**src/rtl/turn_sequencer_pkg.sv**
```systemverilog
// Shared definitions for the turn sequencer: FSM state encoding, move codes,
// datapath widths and the accuracy roll rule.
package pbs_pkg;

  localparam int HP_W       = 4;
  localparam int TURN_CNT_W = 8;

  // An accuracy of all-ones always hits, whatever the random value.
  localparam logic [3:0] ACCU_ALWAYS = 4'hF;

  typedef enum logic [1:0] {
    MV_0 = 2'd0,
    MV_1 = 2'd1,
    MV_2 = 2'd2,
    MV_3 = 2'd3
  } move_e;

  typedef enum logic [3:0] {
    S_INIT,
    S_IDLE,
    S_P_ROLL,
    S_P_APPLY,
    S_P_CHK,
    S_AI_ROLL,
    S_AI_APPLY,
    S_AI_CHK,
    S_DONE,
    S_WIN,
    S_LOSS
  } state_e;

  // Unsigned compare; rng equal to accu is a miss.
  function automatic logic roll_hit(input logic [3:0] accu, input logic [3:0] rng);
    return (accu == ACCU_ALWAYS) || (rng < accu);
  endfunction

endpackage

```
**src/rtl/turn_sequencer_if.sv**
```systemverilog
// Sequencer <-> datapath bundle.
//   move_sel   : move presented to the datapath move mux
//   actr       : active trainer (0 player, 1 AI)
//   target     : damage target (1 AI)
//   accu, dmg  : stats of the move on move_sel, combinational from the datapath
//   rng        : accuracy random value
//   p_hp, ai_hp: current hit points
//   load_ai_hp, app_pl_dmg, app_ai_dmg : single-cycle datapath strobes
interface turn_sequencer_if;
  import pbs_pkg::*;

  logic [1:0]      move_sel;
  logic            actr;
  logic            target;
  logic [3:0]      accu;
  logic [3:0]      dmg;
  logic [3:0]      rng;
  logic [HP_W-1:0] p_hp;
  logic [HP_W-1:0] ai_hp;
  logic            load_ai_hp;
  logic            app_pl_dmg;
  logic            app_ai_dmg;

  modport master (
    output move_sel, actr, target, load_ai_hp, app_pl_dmg, app_ai_dmg,
    input  accu, dmg, rng, p_hp, ai_hp
  );

  modport slave (
    input  move_sel, actr, target, load_ai_hp, app_pl_dmg, app_ai_dmg,
    output accu, dmg, rng, p_hp, ai_hp
  );

endinterface

```
**src/rtl/turn_sequencer_lfsr4.sv**
```systemverilog
// Free-running 4-bit Fibonacci LFSR, x^4 + x^3 + 1, period 15.
//   clk : system clock
//   rst : synchronous active-high reset, reloads seed 4'b0001
//   q   : current LFSR value
module lfsr4 (
  input  logic       clk,
  input  logic       rst,
  output logic [3:0] q
);

  logic [3:0] q_q;

  always_ff @(posedge clk) begin
    if (rst) begin
      q_q <= 4'b0001;
    end else begin
      q_q <= {q_q[2:0], q_q[3] ^ q_q[2]};
    end
  end

  assign q = q_q;

endmodule

```
**src/rtl/turn_sequencer.sv**
```systemverilog
// Battle turn sequencer: on a rising edge of go, runs one player roll/apply/
// check followed by one AI roll/apply/check, steering the datapath through dp.
//   clk, rst   : system clock, synchronous active-high reset
//   go         : turn request level; a turn starts on its rising edge in IDLE
//   p_move     : player move code, latched at turn start
//   dp         : datapath bundle (master side)
//   busy, done : turn in progress / one-cycle end-of-turn pulse
//   hit        : result of the most recent roll
//   victory, loss : terminal outcome flags, cleared only by rst
//   turn_cnt   : completed turns, saturating
//
// state      | meaning
// INIT       | pulse load_ai_hp once after reset
// IDLE       | wait for go rising edge
// P_ROLL     | player move on datapath, roll accuracy
// P_APPLY    | apply player damage to AI on hit
// P_CHK      | AI defeated? else pick AI move from LFSR
// AI_ROLL    | AI move on datapath, roll accuracy
// AI_APPLY   | apply AI damage to player on hit
// AI_CHK     | player defeated?
// DONE       | end-of-turn pulse, bump turn counter
// WIN / LOSS | terminal until rst
module turn_sequencer
  import pbs_pkg::*;
(
  input  logic                  clk,
  input  logic                  rst,
  input  logic                  go,
  input  logic [1:0]            p_move,
  turn_sequencer_if.master      dp,
  output logic                  busy,
  output logic                  done,
  output logic                  hit,
  output logic                  victory,
  output logic                  loss,
  output logic [TURN_CNT_W-1:0] turn_cnt
);

  state_e                state_q, state_d;
  move_e                 mv_q, mv_d;
  move_e                 ai_mv_q, ai_mv_d;
  logic                  hit_q, hit_d;
  logic                  go_q;
  logic [TURN_CNT_W-1:0] turn_cnt_q, turn_cnt_d;
  logic [3:0]            lfsr_q;

  logic [1:0] move_sel;
  logic       actr, target, load_ai_hp, app_pl_dmg, app_ai_dmg;

  // dmg belongs to the datapath only; upper LFSR bits are not needed here.
  logic unused_ok;
  assign unused_ok = ^{dp.dmg, lfsr_q[3:2]};

  lfsr4 u_lfsr (
    .clk (clk),
    .rst (rst),
    .q   (lfsr_q)
  );

  always_ff @(posedge clk) begin
    if (rst) begin
      state_q    <= S_INIT;
      mv_q       <= MV_0;
      ai_mv_q    <= MV_0;
      hit_q      <= 1'b0;
      go_q       <= 1'b0;
      turn_cnt_q <= '0;
    end else begin
      state_q    <= state_d;
      mv_q       <= mv_d;
      ai_mv_q    <= ai_mv_d;
      hit_q      <= hit_d;
      go_q       <= go;
      turn_cnt_q <= turn_cnt_d;
    end
  end

  always_comb begin
    state_d    = state_q;
    mv_d       = mv_q;
    ai_mv_d    = ai_mv_q;
    hit_d      = hit_q;
    turn_cnt_d = turn_cnt_q;
    move_sel   = mv_q;
    actr       = 1'b0;
    target     = 1'b0;
    load_ai_hp = 1'b0;
    app_pl_dmg = 1'b0;
    app_ai_dmg = 1'b0;
    busy       = 1'b1;
    done       = 1'b0;
    victory    = 1'b0;
    loss       = 1'b0;

    case (state_q)
      S_INIT: begin
        load_ai_hp = 1'b1;
        state_d    = S_IDLE;
      end
      S_IDLE: begin
        busy = 1'b0;
        if (go && !go_q) begin
          mv_d    = move_e'(p_move);
          state_d = S_P_ROLL;
        end
      end
      S_P_ROLL: begin
        hit_d   = roll_hit(dp.accu, dp.rng);
        state_d = S_P_APPLY;
      end
      S_P_APPLY: begin
        target     = 1'b1;
        app_ai_dmg = hit_q;
        state_d    = S_P_CHK;
      end
      S_P_CHK: begin
        if (dp.ai_hp == '0) begin
          state_d = S_WIN;
        end else begin
          ai_mv_d = move_e'(lfsr_q[1:0]);
          state_d = S_AI_ROLL;
        end
      end
      S_AI_ROLL: begin
        move_sel = ai_mv_q;
        actr     = 1'b1;
        hit_d    = roll_hit(dp.accu, dp.rng);
        state_d  = S_AI_APPLY;
      end
      S_AI_APPLY: begin
        move_sel   = ai_mv_q;
        app_pl_dmg = hit_q;
        state_d    = S_AI_CHK;
      end
      S_AI_CHK: begin
        state_d = (dp.p_hp == '0) ? S_LOSS : S_DONE;
      end
      S_DONE: begin
        done = 1'b1;
        if (turn_cnt_q != '1) begin
          turn_cnt_d = turn_cnt_q + 1'b1;
        end
        state_d = S_IDLE;
      end
      S_WIN: begin
        busy    = 1'b0;
        victory = 1'b1;
      end
      S_LOSS: begin
        busy = 1'b0;
        loss = 1'b1;
      end
      default: state_d = S_INIT;
    endcase

    // The state is only replaced at the next edge, so strobes must be
    // masked combinationally to stay quiet in the cycle rst is applied.
    if (rst) begin
      load_ai_hp = 1'b0;
      app_pl_dmg = 1'b0;
      app_ai_dmg = 1'b0;
    end
  end

  assign dp.move_sel   = move_sel;
  assign dp.actr       = actr;
  assign dp.target     = target;
  assign dp.load_ai_hp = load_ai_hp;
  assign dp.app_pl_dmg = app_pl_dmg;
  assign dp.app_ai_dmg = app_ai_dmg;
  assign hit           = hit_q;
  assign turn_cnt      = turn_cnt_q;

endmodule

```
**src/flat_wrapper.sv**
```systemverilog
// flat-port wrapper written by rule: the top's interface ports become plain ports
module turn_sequencer_flat import pbs_pkg::*;
  (clk, rst, go, p_move, busy, done, hit, victory, loss, turn_cnt, dp_move_sel, dp_actr, dp_target, dp_load_ai_hp, dp_app_pl_dmg, dp_app_ai_dmg, dp_accu, dp_dmg, dp_rng, dp_p_hp, dp_ai_hp);
  turn_sequencer_if dp_i ();
  input  logic clk;
  input  logic rst;
  input  logic go;
  input  logic [1:0] p_move;
  output logic busy;
  output logic done;
  output logic hit;
  output logic victory;
  output logic loss;
  output logic [TURN_CNT_W-1:0] turn_cnt;
  output wire logic [$bits(dp_i.move_sel)-1:0] dp_move_sel;
  output wire logic [$bits(dp_i.actr)-1:0] dp_actr;
  output wire logic [$bits(dp_i.target)-1:0] dp_target;
  output wire logic [$bits(dp_i.load_ai_hp)-1:0] dp_load_ai_hp;
  output wire logic [$bits(dp_i.app_pl_dmg)-1:0] dp_app_pl_dmg;
  output wire logic [$bits(dp_i.app_ai_dmg)-1:0] dp_app_ai_dmg;
  input wire logic [$bits(dp_i.accu)-1:0] dp_accu;
  input wire logic [$bits(dp_i.dmg)-1:0] dp_dmg;
  input wire logic [$bits(dp_i.rng)-1:0] dp_rng;
  input wire logic [$bits(dp_i.p_hp)-1:0] dp_p_hp;
  input wire logic [$bits(dp_i.ai_hp)-1:0] dp_ai_hp;
  assign dp_move_sel = dp_i.move_sel;
  assign dp_actr = dp_i.actr;
  assign dp_target = dp_i.target;
  assign dp_load_ai_hp = dp_i.load_ai_hp;
  assign dp_app_pl_dmg = dp_i.app_pl_dmg;
  assign dp_app_ai_dmg = dp_i.app_ai_dmg;
  assign dp_i.accu = dp_accu;
  assign dp_i.dmg = dp_dmg;
  assign dp_i.rng = dp_rng;
  assign dp_i.p_hp = dp_p_hp;
  assign dp_i.ai_hp = dp_ai_hp;
  turn_sequencer u_core (.clk(clk), .rst(rst), .go(go), .p_move(p_move), .dp(dp_i), .busy(busy), .done(done), .hit(hit), .victory(victory), .loss(loss), .turn_cnt(turn_cnt));
endmodule
```
**config.mk**
```make
export PLATFORM = sky130hd
export DESIGN_NAME = turn_sequencer_flat
export DESIGN_NICKNAME = d
export VERILOG_FILES = /design/src/rtl/turn_sequencer_pkg.sv /design/src/rtl/turn_sequencer_if.sv /design/src/rtl/turn_sequencer_lfsr4.sv /design/src/rtl/turn_sequencer.sv /design/src/flat_wrapper.sv
export SDC_FILE = /design/constraint.sdc
export NUM_CORES = 1
export LEC_CHECK = 0
export ABC_AREA = 1
export CAP_MARGIN = 5
export CELL_PAD_IN_SITES_DETAIL_PLACEMENT = 1
export CELL_PAD_IN_SITES_GLOBAL_PLACEMENT = 1
export CORE_MARGIN = 2
export CORE_UTILIZATION = 30
export CTS_CLUSTER_SIZE = 25
export DETAILED_ROUTE_END_ITERATION = 8
export PLACE_DENSITY = 0.89
export SLEW_MARGIN = 0
export SYNTH_ARGS = -nofsm -noshare
export SYNTH_HDL_FRONTEND = slang
export SYNTH_SLANG_ARGS = --single-unit
```
**constraint.sdc**
```tcl
create_clock -name clk -period 1.5 [get_ports clk]
set_input_delay 0.3 -clock clk [delete_from_list [all_inputs] [get_ports clk]]
set_output_delay 0.3 -clock clk [all_outputs]
set_load 0.01 [all_outputs]
```
==> key figures <==
Run status
  • Status: complete, but fails checks
  • Failing checks: setup timing

Clock tree
  • Depth of the CTS H-tree: 1
  • Clk slew on worst S/H paths: 0.09 ns
  • Clock Sinks: 22
  • Root Buffer: clkbuf_8
  • CTS Buffer Depth: 2
  • Hold-fix buffers, CTS: 0
  • Clk_lat worst skew: ~0.28 ns
  • Total CTS buffers: 3
  • CTS tree: done

Detailed routing
  • Iteration-0 DRC Markers: 39
  • # DRC: 0
  • DR vias/cell: around 4.8
  • Routed via count: approximately 1500
  • WL/cell: about 16 µm
  • Total Routed Length: between 5 and 6 mm
  • Pre-antenna DRT Iters: 4
  • Antenna-violating nets left: 0

STA
  • Worst slew margin: around four fifths
  • Fmax: about 600 MHz
  • Max-slew violations: 0
  • Worst slew pin tran: between 0.3 and 0.4 ns
  • Layout Skew: between 0.002 and 0.0025 ns
  • Final WS setup: -0.130 ns
  • Tcrit/Tclk final: 109%
  • Final min period: 1.63 ns
  • Final setup violation count: 8
  • Final Hold Viols: 0
  • Worst hold slack: ~0.47 ns
  • RSZ-0062 raised after global routing: yes

Setup path
  • Crit-path max FO: 5
  • CP delay by family, top: flip-flops
  • Required @ worst endpoint: 1.20 ns
  • CP Class: reg -> out
  • CP most frequent cell: nand2_4
  • Critical Path, Cell by Cell: inv_4 -> nand2_4 -> inv_1 -> nand2_2 -> nand2_4 -> nand2_1 -> o21ai_1 -> buf_2
  • Slowest CP cell: dfxtp_4
  • CP bufs+invs: 3
  • CP peak stage delay: 0.38 ns
  • CP arrival: about 1.3 ns
  • Type of element launching the critical path: flip-flop
  • Setup crit end kind: primary output

Synthesis
  • Avg Inst Size Synth: roughly 6.4 µm²
  • Count of flip-flops with a built-in enable after synthesis: 0
  • Area leader, netlist: dfxtp_1
  • Post-synth top area share: a little over a third
  • Largest family of logic cells by synthesized area: simple AND/OR/NAND/NOR gates
  • Commonest cells post-synth: nand2_1 (43), nor2_1 (37), inv_1 (33)
  • Sequential share of the synthesized area: between 30% and 40%
  • Ys flop type: dfxtp_1
  • Most numerous cell in the Yosys netlist: nand2_1
  • Mux contribution to synthesized area: 0%
  • Synth Area in Simple Gates: a little under two fifths
  • Post-synthesis adder-cell area fraction: 4.01%
  • Compound-gate portion of the synthesized area: 10.5%
  • Syn Std Cell Area: about 1200 µm²
  • Synth Area in XOR/XNOR: around 2.1%
  • FF+latch count, synth: 22
  • Top post-synthesis cells by area: dfxtp_1 (35%), nand2_1 (13%), nor2_1 (11%)
  • Count of different cell masters after synthesis: 22
  • Syn Inst Count: 195
  • Synth warn: 0
  • Synth async-reset ratio: 0%
  • Syn Nets: ~220

GRT
  • Largest net degree at the start of global routing: 14
  • GRT Total Usage: between 20% and 30%
  • Grt ovf: 0
  • Antenna violations before repair: 0
  • Vias in the first global route: between 1500 and 2000
  • First-pass GRT wire length: around 7.4 mm

Run
  • Max-cap violations: 0

Die
  • Die H: between 60 and 70 µm
  • Num rows: 23
  • Core area: 4000 µm²
  • Die width: approximately 69 µm
  • Die ar.: between 4000 and 5000 µm²
  • Initial core utilization: a little under a third
  • Ports: between 40 and 50

Place
  • Pre-CTS WS: -0.474 ns
  • GPL Wtd Cong: just under 0.8
  • Hpwl dp: a little under 3 mm
  • Dpl cells: about 310
  • Port bufs: 40

Layout
  • # nets final: about 300
  • Ant. Diodes: 0
  • Share of layout cells above drive strength 1: 36.1%
  • P&R area growth vs syn: 68.3%
  • Final Instance Count excl. Fillers: between 300 and 400

Power
  • Pwr/cell area: approximately 760 nW/µm²
  • Leak: 1.02 nW
  • Maximum VDD drop: 0.000359 V

Hold path
  • Worst hold path type: reg -> reg
[layout by cell type, fill, tap and decap left out]
cell             count
nor2_2               3
buf_4               23
a21oi_1             10
buf_2                8
a21oi_2              2
and2_0               1
inv_2               10
dfxtp_4              3
nor2_1              31
nand2_4              4
o21ai_0              9
dlymetal6s2s_1       2
nand2_2             12
nor2_4               6
inv_6                1
nand2_1             34
buf_6                8
nor2_8               1
nor3_4               1
inv_4                1
clkdlybuf4s50_1     21
ha_1                 4
dfxtp_2              5
dfxtp_1             14
clkbuf_8             3
nand3_1              8
nor3_2               2
o21ai_1              3
clkinvlp_4           2
xnor2_1              1
inv_1               22
bufinv_16            1
dlygate4sd2_1        6
nor3_1               1
o211ai_1             1
xor2_1               2
[worst register-to-register path: stages, from the launching register on]
cell     delay [ns]
dfxtp_2        0.39
ha_1           0.21
inv_1          0.13
nor2_4         0.16
nand2_2        0.09
nand2_4        0.13
inv_6          0.06
nor2_1         0.12
nor2_1         0.06
[cell type report]
cell class	count	area, µm²
fill	512	1900
multi-input combinational	136	769
timing repair buffer	68	591
sequential	22	458
inverter	35	143
tap	50	62.6
clock buffer	3	41.3
clock inverter	1	30.0
timing repair inverter	1	7.51
[path summary, 6_finish.rpt]
check / to / from / depth (start not counted) / slack (ns)
worst min-delay path: u_core.mv_q[1] / u_core.mv_q[1] / 2 / 0.47
worst min register to register: u_core.mv_q[1] / u_core.mv_q[1] / 2 / 0.47
worst max register to register: u_core.turn_cnt[1] / u_core.turn_cnt[1] / 8 / 0.05
worst max-delay path: dp_move_sel[0] / u_core.state_q[3] / 8 / -0.13
[flip-flops by register name (all words and copies together), names as in the netlist]
register / cells
u_core.go_q: 1
u_core.u_lfsr.q: 4
u_core.state_q: 4
u_core.turn_cnt: 8
u_core.mv_q: 2
u_core.ai_mv_q: 2
u_core.hit: 1
[metrics by stage]
step	utilization, %	power [mW]	setup TNS, ns	instance area, µm²
finish	52.5	1.59	-0.565	2100
global route	52.5	1.64	-1.03	2100
CTS	50.3	1.54	-0.456	2010
detailed placement	46.7	0.940	-4.17	1870
global placement	46.7	0.925	-3.72	1870
floorplan	-	0.763	0	1250
[kinds of logic (layout without fill, tap and decap cells)]
| group | Yosys count | in the layout |
|---|---|---|
| and+or+nand+nor | 104 | 104 |
| buffers and inverters | 37 | 108 |
| AOI/OAI and AO/OA | 25 | 25 |
| DFF | 22 | 22 |
| adders and majority gates | 4 | 4 |
| xor gates and xnor gates | 3 | 3 |
[repair_timing]
item / 4_1_cts / 5_1_grt
setup buffers: 6 / 0
pin swaps: 7 / 8
gates resized for setup: 83 / 33
cloned: 0 / 1
setup endpoints to repair: 20 / 24
[routing by layer]
layer | GRT usage, % | vias up | share of wire (%)
met5 | 0 | - | 0
met4 | 8.50 | 0 | 2.3
met3 | 2.44 | 12 | 4.6
met2 | 42.3 | 48 | 53
met1 | 22.8 | 720 | 40
li1 | - | 736 | -
[where the power goes]
part	total, mW	leakage, nW	internal, mW	switching [mW]
registers	0.630	0.184	0.608	0.0224
logic	0.371	0.801	0.179	0.192
clock network	0.587	0.0357	0.357	0.229
total	1.59	1.02	1.14	0.444
Note: power is estimated with default switching activity, not from simulation.
